===== config.mk =====
export PLATFORM = sky130hd
export DESIGN_NAME = mem_stage
export DESIGN_NICKNAME = d
export VERILOG_FILES = /design/src/rtl/mem_stage_pkg.sv /design/src/rtl/mem_stage_load_extend.sv /design/src/rtl/mem_stage.sv
export SDC_FILE = /design/constraint.sdc
export NUM_CORES = 1
export LEC_CHECK = 0
export ABC_AREA = 1
export CORE_ASPECT_RATIO = 0.6
export CORE_MARGIN = 2
export CORE_UTILIZATION = 39
export DETAILED_ROUTE_END_ITERATION = 7
export HOLD_SLACK_MARGIN = 0.15
export PLACE_DENSITY = 0.78
export SYNTH_ARGS = -nofsm -noshare
export SYNTH_HDL_FRONTEND = slang
export SYNTH_SLANG_ARGS = --single-unit

===== constraint.sdc =====
create_clock -name clk -period 4.4 [get_ports clk]
set_input_delay 0.66 -clock clk [delete_from_list [all_inputs] [get_ports clk]]
set_output_delay 0.66 -clock clk [all_outputs]
set_load 0.01 [all_outputs]

===== src/rtl/mem_stage_pkg.sv =====
// Shared MEM-stage definitions: bus widths, the EXE-to-MEM bus layout and the
// layouts of the buses MEM drives toward WB and ID.
package mem_stage_pkg;

  localparam int ES_TO_MS_BUS_WD = 87;
  localparam int MS_TO_WS_BUS_WD = 70;
  localparam int MS_FORWARD_WD   = 72;

  // Members are listed MSB first so a cast of the raw bus lands each field
  // on the bit positions EXE packs them at.
  typedef struct packed {
    logic [3:0]  mul_div_op;
    logic        mul_div_sign;
    logic [1:0]  addr_lo;
    logic        mem_we;
    logic        ld_w;
    logic        ld_b;
    logic        ld_bu;
    logic        ld_h;
    logic        ld_hu;
    logic        st_w;
    logic        st_b;
    logic        st_h;
    logic        res_from_mem;
    logic        gr_we;
    logic [4:0]  dest;
    logic [31:0] alu_result;
    logic [31:0] pc;
  } es_to_ms_t;

  typedef struct packed {
    logic gr_we;
    logic [4:0]  dest;
    logic [31:0] final_result;
    logic [31:0] pc;
  } ms_to_ws_t;

  typedef struct packed {
    logic        load_block;
    logic [31:0] pc;
    logic [31:0] final_result;
    logic [4:0]  dest;
    logic        gr_we;
    logic        valid;
  } ms_forward_t;

  typedef struct packed {
    logic ld_w;
    logic ld_b;
    logic ld_bu;
    logic ld_h;
    logic ld_hu;
  } ld_op_t;

  function automatic ld_op_t get_ld_op(input es_to_ms_t bus);
    get_ld_op = ld_op_t'({bus.ld_w, bus.ld_b, bus.ld_bu, bus.ld_h, bus.ld_hu});
  endfunction

  // Stores also wait for a response, so both directions count as memory ops.
  function automatic logic is_mem_op(input es_to_ms_t bus);
    is_mem_op = bus.res_from_mem | bus.mem_we;
  endfunction

endpackage


===== src/rtl/mem_stage_load_extend.sv =====
// Load data extraction: picks the addressed byte/half of a 32-bit word and
// sign- or zero-extends it according to the load opcode.
module mem_stage_load_extend
  import mem_stage_pkg::*;
(
  input  logic [31:0] src_i,
  input  logic [1:0]  addr_lo_i,
  input  ld_op_t      ld_op_i,
  output logic [31:0] value_o
);

  logic [7:0]  ld_byte;
  logic [15:0] ld_half;

  always_comb begin
    ld_byte = src_i[7:0];
    unique case (addr_lo_i)
      2'b00: ld_byte = src_i[7:0];
      2'b01: ld_byte = src_i[15:8];
      2'b10: ld_byte = src_i[23:16];
      2'b11: ld_byte = src_i[31:24];
      default: ld_byte = src_i[7:0];
    endcase
  end

  assign ld_half = addr_lo_i[1] ? src_i[31:16] : src_i[15:0];

  // Non-load ops fall through to the raw word; the top ignores it for them.
  always_comb begin
    value_o = src_i;
    if (ld_op_i.ld_b) begin
      value_o = {{24{ld_byte[7]}}, ld_byte};
    end else if (ld_op_i.ld_bu) begin
      value_o = {24'h0, ld_byte};
    end else if (ld_op_i.ld_h) begin
      value_o = {{16{ld_half[15]}}, ld_half};
    end else if (ld_op_i.ld_hu) begin
      value_o = {16'h0, ld_half};
    end else if (ld_op_i.ld_w) begin
      value_o = src_i;
    end
  end

endmodule


===== src/rtl/mem_stage.sv =====
// MEM stage of the in-order LoongArch pipeline: waits for data responses,
// buffers them across WB stalls, extends load data and forwards to ID.
// Optional macro MS_LOAD_FWD_EN lets ID bypass a load once its data is here.
module mem_stage
  import mem_stage_pkg::*;
(
  input  logic                       clk,
  input  logic                       reset,
  input  logic                       ws_allowin,
  output logic                       ms_allowin,
  input  logic                       es_to_ms_valid,
  input  logic [ES_TO_MS_BUS_WD-1:0] es_to_ms_bus,
  output logic                       ms_to_ws_valid,
  output logic [MS_TO_WS_BUS_WD-1:0] ms_to_ws_bus,
  output logic [MS_FORWARD_WD-1:0]   ms_forward,
  input  logic                       data_sram_data_ok,
  input  logic [31:0]                data_sram_rdata
);

  logic        ms_valid_q, ms_valid_d;
  logic        buf_valid_q, buf_valid_d;
  logic [31:0] buf_data_q, buf_data_d;
  es_to_ms_t   ms_bus_q;

  logic        ms_mem_op;
  logic        ms_ready_go;
  logic        ms_handoff;
  logic        buf_capture;
  logic [31:0] load_src;
  logic [31:0] load_value;
  logic [31:0] final_result;
  logic        load_block;
  ms_to_ws_t   ws_bus;
  ms_forward_t fwd_bus;

  assign ms_mem_op   = is_mem_op(ms_bus_q);
  assign ms_ready_go = !ms_mem_op | data_sram_data_ok | buf_valid_q;
  assign ms_allowin  = !ms_valid_q | (ms_ready_go & ws_allowin);
  assign ms_to_ws_valid = ms_valid_q & ms_ready_go;
  assign ms_handoff  = ms_to_ws_valid & ws_allowin;

  // Only park the response when it cannot leave this cycle; stray data_ok
  // with no memory op in MEM is dropped.
  assign buf_capture = ms_valid_q & ms_mem_op & data_sram_data_ok
                     & !buf_valid_q & !ms_handoff;

  always_ff @(posedge clk) begin
    if (reset) begin
      ms_valid_q  <= 1'b0;
      buf_valid_q <= 1'b0;
      buf_data_q  <= 32'h0;
    end else begin
      ms_valid_q  <= ms_valid_d;
      buf_valid_q <= buf_valid_d;
      buf_data_q  <= buf_data_d;
    end
  end

  always_ff @(posedge clk) begin
    if (es_to_ms_valid && ms_allowin) begin
      ms_bus_q <= es_to_ms_t'(es_to_ms_bus);
    end
  end

  // Handoff to WB retires the instruction and its buffered response together.
  always_comb begin
    ms_valid_d  = ms_valid_q;
    buf_valid_d = buf_valid_q;
    buf_data_d  = buf_data_q;
    if (ms_allowin) begin
      ms_valid_d = es_to_ms_valid;
    end
    if (ms_handoff) begin
      buf_valid_d = 1'b0;
    end else if (buf_capture) begin
      buf_valid_d = 1'b1;
      buf_data_d  = data_sram_rdata;
    end
  end

  assign load_src = buf_valid_q ? buf_data_q : data_sram_rdata;

  mem_stage_load_extend u_load_extend (
    .src_i     (load_src),
    .addr_lo_i (ms_bus_q.addr_lo),
    .ld_op_i   (get_ld_op(ms_bus_q)),
    .value_o   (load_value)
  );

  assign final_result = ms_bus_q.res_from_mem ? load_value : ms_bus_q.alu_result;

`ifdef MS_LOAD_FWD_EN
  assign load_block = ms_valid_q & ms_bus_q.res_from_mem
                    & !(data_sram_data_ok | buf_valid_q);
`else
  assign load_block = ms_valid_q & ms_bus_q.res_from_mem;
`endif

  always_comb begin
    ws_bus.gr_we        = ms_bus_q.gr_we;
    ws_bus.dest         = ms_bus_q.dest;
    ws_bus.final_result = final_result;
    ws_bus.pc           = ms_bus_q.pc;
  end

  always_comb begin
    fwd_bus.load_block   = load_block;
    fwd_bus.pc           = ms_bus_q.pc;
    fwd_bus.final_result = final_result;
    fwd_bus.dest         = ms_bus_q.dest;
    fwd_bus.gr_we        = ms_bus_q.gr_we;
    fwd_bus.valid        = ms_valid_q;
  end

  assign ms_to_ws_bus = ws_bus;
  assign ms_forward   = fwd_bus;

  // Multiply/divide and store-width fields are consumed by later stages only.
  logic unused_bus_fields;
  assign unused_bus_fields = ^{ms_bus_q.mul_div_op, ms_bus_q.mul_div_sign,
                               ms_bus_q.st_w, ms_bus_q.st_b, ms_bus_q.st_h};

endmodule


Word-level counts from Yosys, hierarchy flattened
Cells that the tools add are included.
- reduce and logical (&&, ||, !) cells: 8
- bitwise gates (word level): 13
- equality and inequality tests: 3
- multiplexer cells: 8
- operator list (cell ; count):
    two-way mux 32 bit ; 6
    case mux 8 bit (4 select lines) ; 1
    two-way mux 16 bit ; 1
    AND 1 bit ; 8
    == test 2 bit (second input constant) ; 2
    logical NOT 1 bit ; 4
    OR 1 bit ; 4
    == test 2 x 1 -> 1 bit (second input constant) ; 1
    logical NOT 2 bit ; 1
    AND reduction 2 bit ; 1
    OR reduction 2 bit ; 1
    logical AND 1 bit ; 1
    inverter 1 bit ; 1
- input port bits: 124
- flip-flop bits (word level): 112

Depth between registers and ports, before layout
- depth after elaboration: 9
- depth in mapped cells: 13

Cells and area by module
A second synthesis with hierarchy kept.
- cells, all modules: 830
- area total of the unflattened synthesis: 6780.3 µm²
- by module, submodules not included (module ; area an instance (µm²) ; cells each ; times used ; seq. area each (µm²)):
    mem_stage ; 5647.9 ; 595 ; 1 ; 3052.9
    mem_stage_load_extend ; 1132.3 ; 235 ; 1 ; 0.0

Least setup slack after synthesis
OpenSTA, ideal clock, no wires.
- kind: register to register
- start: register buf_valid_q
- end: register ms_bus_q[32] in the netlist's numbering (enable)
- cell stages (with the launch flop): 7
- slack: -607 ps
- data required time: 3885 ps
- arrival: 4492 ps
- period minus slack after synthesis: 5007 ps
- path buffers: 2
- cells stage by stage: dfxtp_1 > buf_4 > buf_4 > nor3_1 > o21ai_0 > inv_1 > nor2_1
- longest elaborated chain between the ends: 4
- RTL lines (element ; line ; RTL):
    start, declared ; mem_stage.sv:21 ; logic buf_valid_q, buf_valid_d;
    start signal, assigned ; mem_stage.sv:54 ; buf_valid_q <= buf_valid_d;
    OR 1 bit ; mem_stage.sv:37 ; assign ms_ready_go = !ms_mem_op | data_sram_data_ok | buf_valid_q;
    AND 1 bit ; mem_stage.sv:38 ; assign ms_allowin = !ms_valid_q | (ms_ready_go & ws_allowin);
    OR 1 bit ; mem_stage.sv:38 ;
    named net ms_allowin ; mem_stage.sv:10 ; output logic ms_allowin,
    logical AND 1 bit ; mem_stage.sv:60 ; if (es_to_ms_valid && ms_allowin) begin
    end signal, assigned ; mem_stage.sv:61 ; ms_bus_q <= es_to_ms_t'(es_to_ms_bus);
    end, declared ; mem_stage.sv:23 ; es_to_ms_t ms_bus_q;
The timed path passes the listed nets, and every way through them passes these cells.
A chain may end at the register's enable or synchronous reset.

Worst setup path in the final report
- start: register ms_bus_q[75] in the netlist's numbering
- end: output ms_forward[18]
- longest elaborated chain between the ends: 4
- RTL lines (element ; line ; RTL):
    two-way mux 32 bit ; mem_stage_load_extend.sv:35 ; end else if (ld_op_i.ld_h) begin
    two-way mux 32 bit ; mem_stage_load_extend.sv:33 ; end else if (ld_op_i.ld_bu) begin
    two-way mux 32 bit ; mem_stage_load_extend.sv:31 ; if (ld_op_i.ld_b) begin
    two-way mux 32 bit ; mem_stage.sv:90 ; assign final_result = ms_bus_q.res_from_mem ? load_value : ms_bus_q.alu_result;
    end, declared ; mem_stage.sv:15 ; output logic [MS_FORWARD_WD-1:0] ms_forward,
No other way between the ends.

==> impl_metrics.json <==
{
  "worstSetupStartpointType": "flip-flop",
  "clock_latency_ps": 340,
  "rsz0062_at_grt": "no",
  "fillers": 1413,
  "fmax_mhz": 260,
  "ir_worst_vdd_mv": 0.206,
  "final.min_clock_period_ps": 3840,
  "route.detailed.drc": 0,
  "synth_top_area_share_pct": 38.7,
  "drt-initial-drc-count": 454,
  "synthArstFlopShare_pct": 0,
  "setup_violations": 0,
  "pin_count": 268,
  "place.gp.congestion": 0.924,
  "holdBufCountCts": 0,
  "cp-end-kind": "primary output",
  "n_antenna_cell": 0,
  "clkSinkCount": 112,
  "vias_per_cell": 4.60,
  "p_per_area_nw_per_um2": 322,
  "vias": 4995,
  "syn_avg_cell_area_sq_um": 8.14,
  "critPathKind": "flip-flop to primary output",
  "synth-seq-cells": 112,
  "antenna_found_initial": 0,
  "synthCells": 743,
  "rows": 35,
  "slew_headroom_pct": 39.7,
  "grt_remaining_overflow": 0,
  "die-area_sq_um": 16600,
  "root_buffer": "clkbuf_16",
  "placed_cell_area_sq_um": 8000,
  "wl_per_cell_um": 14.7,
  "syn_to_final_growth_pct": 37.2,
  "antenna_left": 0,
  "clk_pin_slew_worst_paths_ps": 80,
  "final_nets": 1003,
  "core_area_sq_um": 15200,
  "synth-edff-count": 78,
  "die_y_um": 100,
  "first_global_vias": 4641,
  "crit_required_ps": 3740,
  "grt_max_degree": 62,
  "synth.area.top_cells": "edfxtp_1, nand2_1, buf_4, dfxtp_1, inv_1",
  "io_buffer_count": 258,
  "cts-htree-levels": 3,
  "maxSlewViolCount": 0,
  "hold_class": "flip-flop to flip-flop",
  "critPathMaxFanout": 17,
  "netlist_area_sq_um": 6050,
  "ys_types": 22,
  "die_width_um": 165,
  "post-cts-setup-buffers": 0,
  "yosys_warnings": 0,
  "cts_tree": "yes",
  "cts_resized": 0,
  "final_layout_size_suffix_gt1_share_pct": 3.85,
  "ys_seq_area_share_pct": 50.0,
  "drv_cap": 0,
  "max_slew.worst_pin.slew_ps": 901,
  "cp.arrival_ps": 3180,
  "leakage_nw": 3.40,
  "fin_skew_ps": 7.12,
  "stdcell_area_sq_um": 8300,
  "start_util_pct": 39.7,
  "finalHoldViolCount": 0,
  "grt_util_all_layers_pct": 18.7,
  "post-dp-hpwl_mm": 12.3,
  "synth_nets": 867,
  "synth_flop_cell": "edfxtp_1",
  "grt_first_pass_wirelength_mm": 23.7,
  "wl_mm": 16.0,
  "clk_path_buf_depth": 2,
  "status": "finished, final reports clean",
  "fin_setup_tns_ps": 0,
  "fin_crit_sh_pct": 87.4,
  "synth.most_common_cell": "nand2_1",
  "netlist_top_cells_count": "nand2_1, buf_4, edfxtp_1, inv_1, nor2_1",
  "drt_pre_antenna_iters": 5,
  "yosysTopAreaCell": "edfxtp_1",
  "cts_buffers": 9
}
## sequential cells by signal, summed over array words and instances (netlist names)
signal / count
ms_forward: 38
ms_valid_q: 1
buf_data_q: 32
buf_valid_q: 1
ms_bus_q: 40
## worst paths after layout
check | from | end | slack, ps | cells past startpoint
max reg2reg | ms_bus_q[70] | ms_forward[5] | 1790 | 7
min reg2reg | buf_data_q[3] | buf_data_q[3] | 460 | 2
min | buf_data_q[3] | buf_data_q[3] | 460 | 2
max | ms_bus_q[75] | ms_forward[18] | 560 | 12
## layout by cell type (no fill, tap or decap)
cell type        instances
inv_1                   55
buf_4                    7
o211ai_1                 4
clkdlybuf4s50_1        258
buf_12                   1
clkbuf_16                9
dfxtp_1                 34
nor3_1                   2
o21ai_1                  1
a21oi_1                 11
inv_8                    2
inv_2                    4
edfxtp_1                78
o21ai_0                 35
nor2_4                   1
nand3_1                  7
nand2_2                  2
clkinv_1                 2
nor2_2                   3
nand4_1                  6
nor2_1                  50
or2_2                    2
bufinv_16                1
and2_1                   2
inv_6                    2
a211oi_1                26
nand2_1                279
## cell families (layout without fill, tap and decap cells)
group | count (synthesis) | in the layout | share of synthesized area, %
AND/OR/NAND/NOR | 354 | 354 | 22.7
flip-flops | 112 | 112 | 50.0
buffers and inverters | 200 | 341 | 19.7
AO/OA/AOI/OAI | 77 | 77 | 7.61
## per-layer routing
metal / vias up / share of wire [%] / track usage, %
li1: 2526 / - / -
met1: 2263 / 47 / 26.0
met2: 202 / 45 / 29.8
met3: 4 / 8.3 / 5.39
met4: 0 / 0.34 / 3.01
met5: - / 0 / 0
## critical path: stages, from the launching register on
cell and delay [ps]:
edfxtp_1 390, nor2_2 40, buf_4 190, nor2_1 700, nand2_1 230, inv_2 200, nand2_1 60, o21ai_0 100
inv_1 110, nand2_1 80, nand2_1 100, nand2_1 110, clkdlybuf4s50_1 540
## layout make-up
class	instances	area (sq um)	share of cell area, %
Tap cell	203	254	3.06
Inverter	59	221	2.67
Sequential cell	112	3020	36.4
Clock inverter	7	77.6	0.934
Clock buffer	9	225	2.71
Multi-Input combinational cell	431	1850	22.2
Timing Repair Buffer	266	2660	32.0
## where the power goes
part | switching, mW | internal [mW] | total, mW
registers | 0.0234 | 1.19 | 1.21
clock network | 0.393 | 0.451 | 0.844
logic | 0.290 | 0.324 | 0.614
## through the flow
step	util, %	instances	power, mW	hold slack, ps	worst slack [ps]
after CTS	54.5	1087	2.71	463	613
after floorplan	-	743	1.57	434	686
after global placement	52.5	1071	1.85	446	993
after detailed placement	52.5	1071	1.86	450	964
final	54.5	1087	2.67	463	556
after global routing	54.5	1087	2.80	477	342
Power figures use the tool's default switching activity.
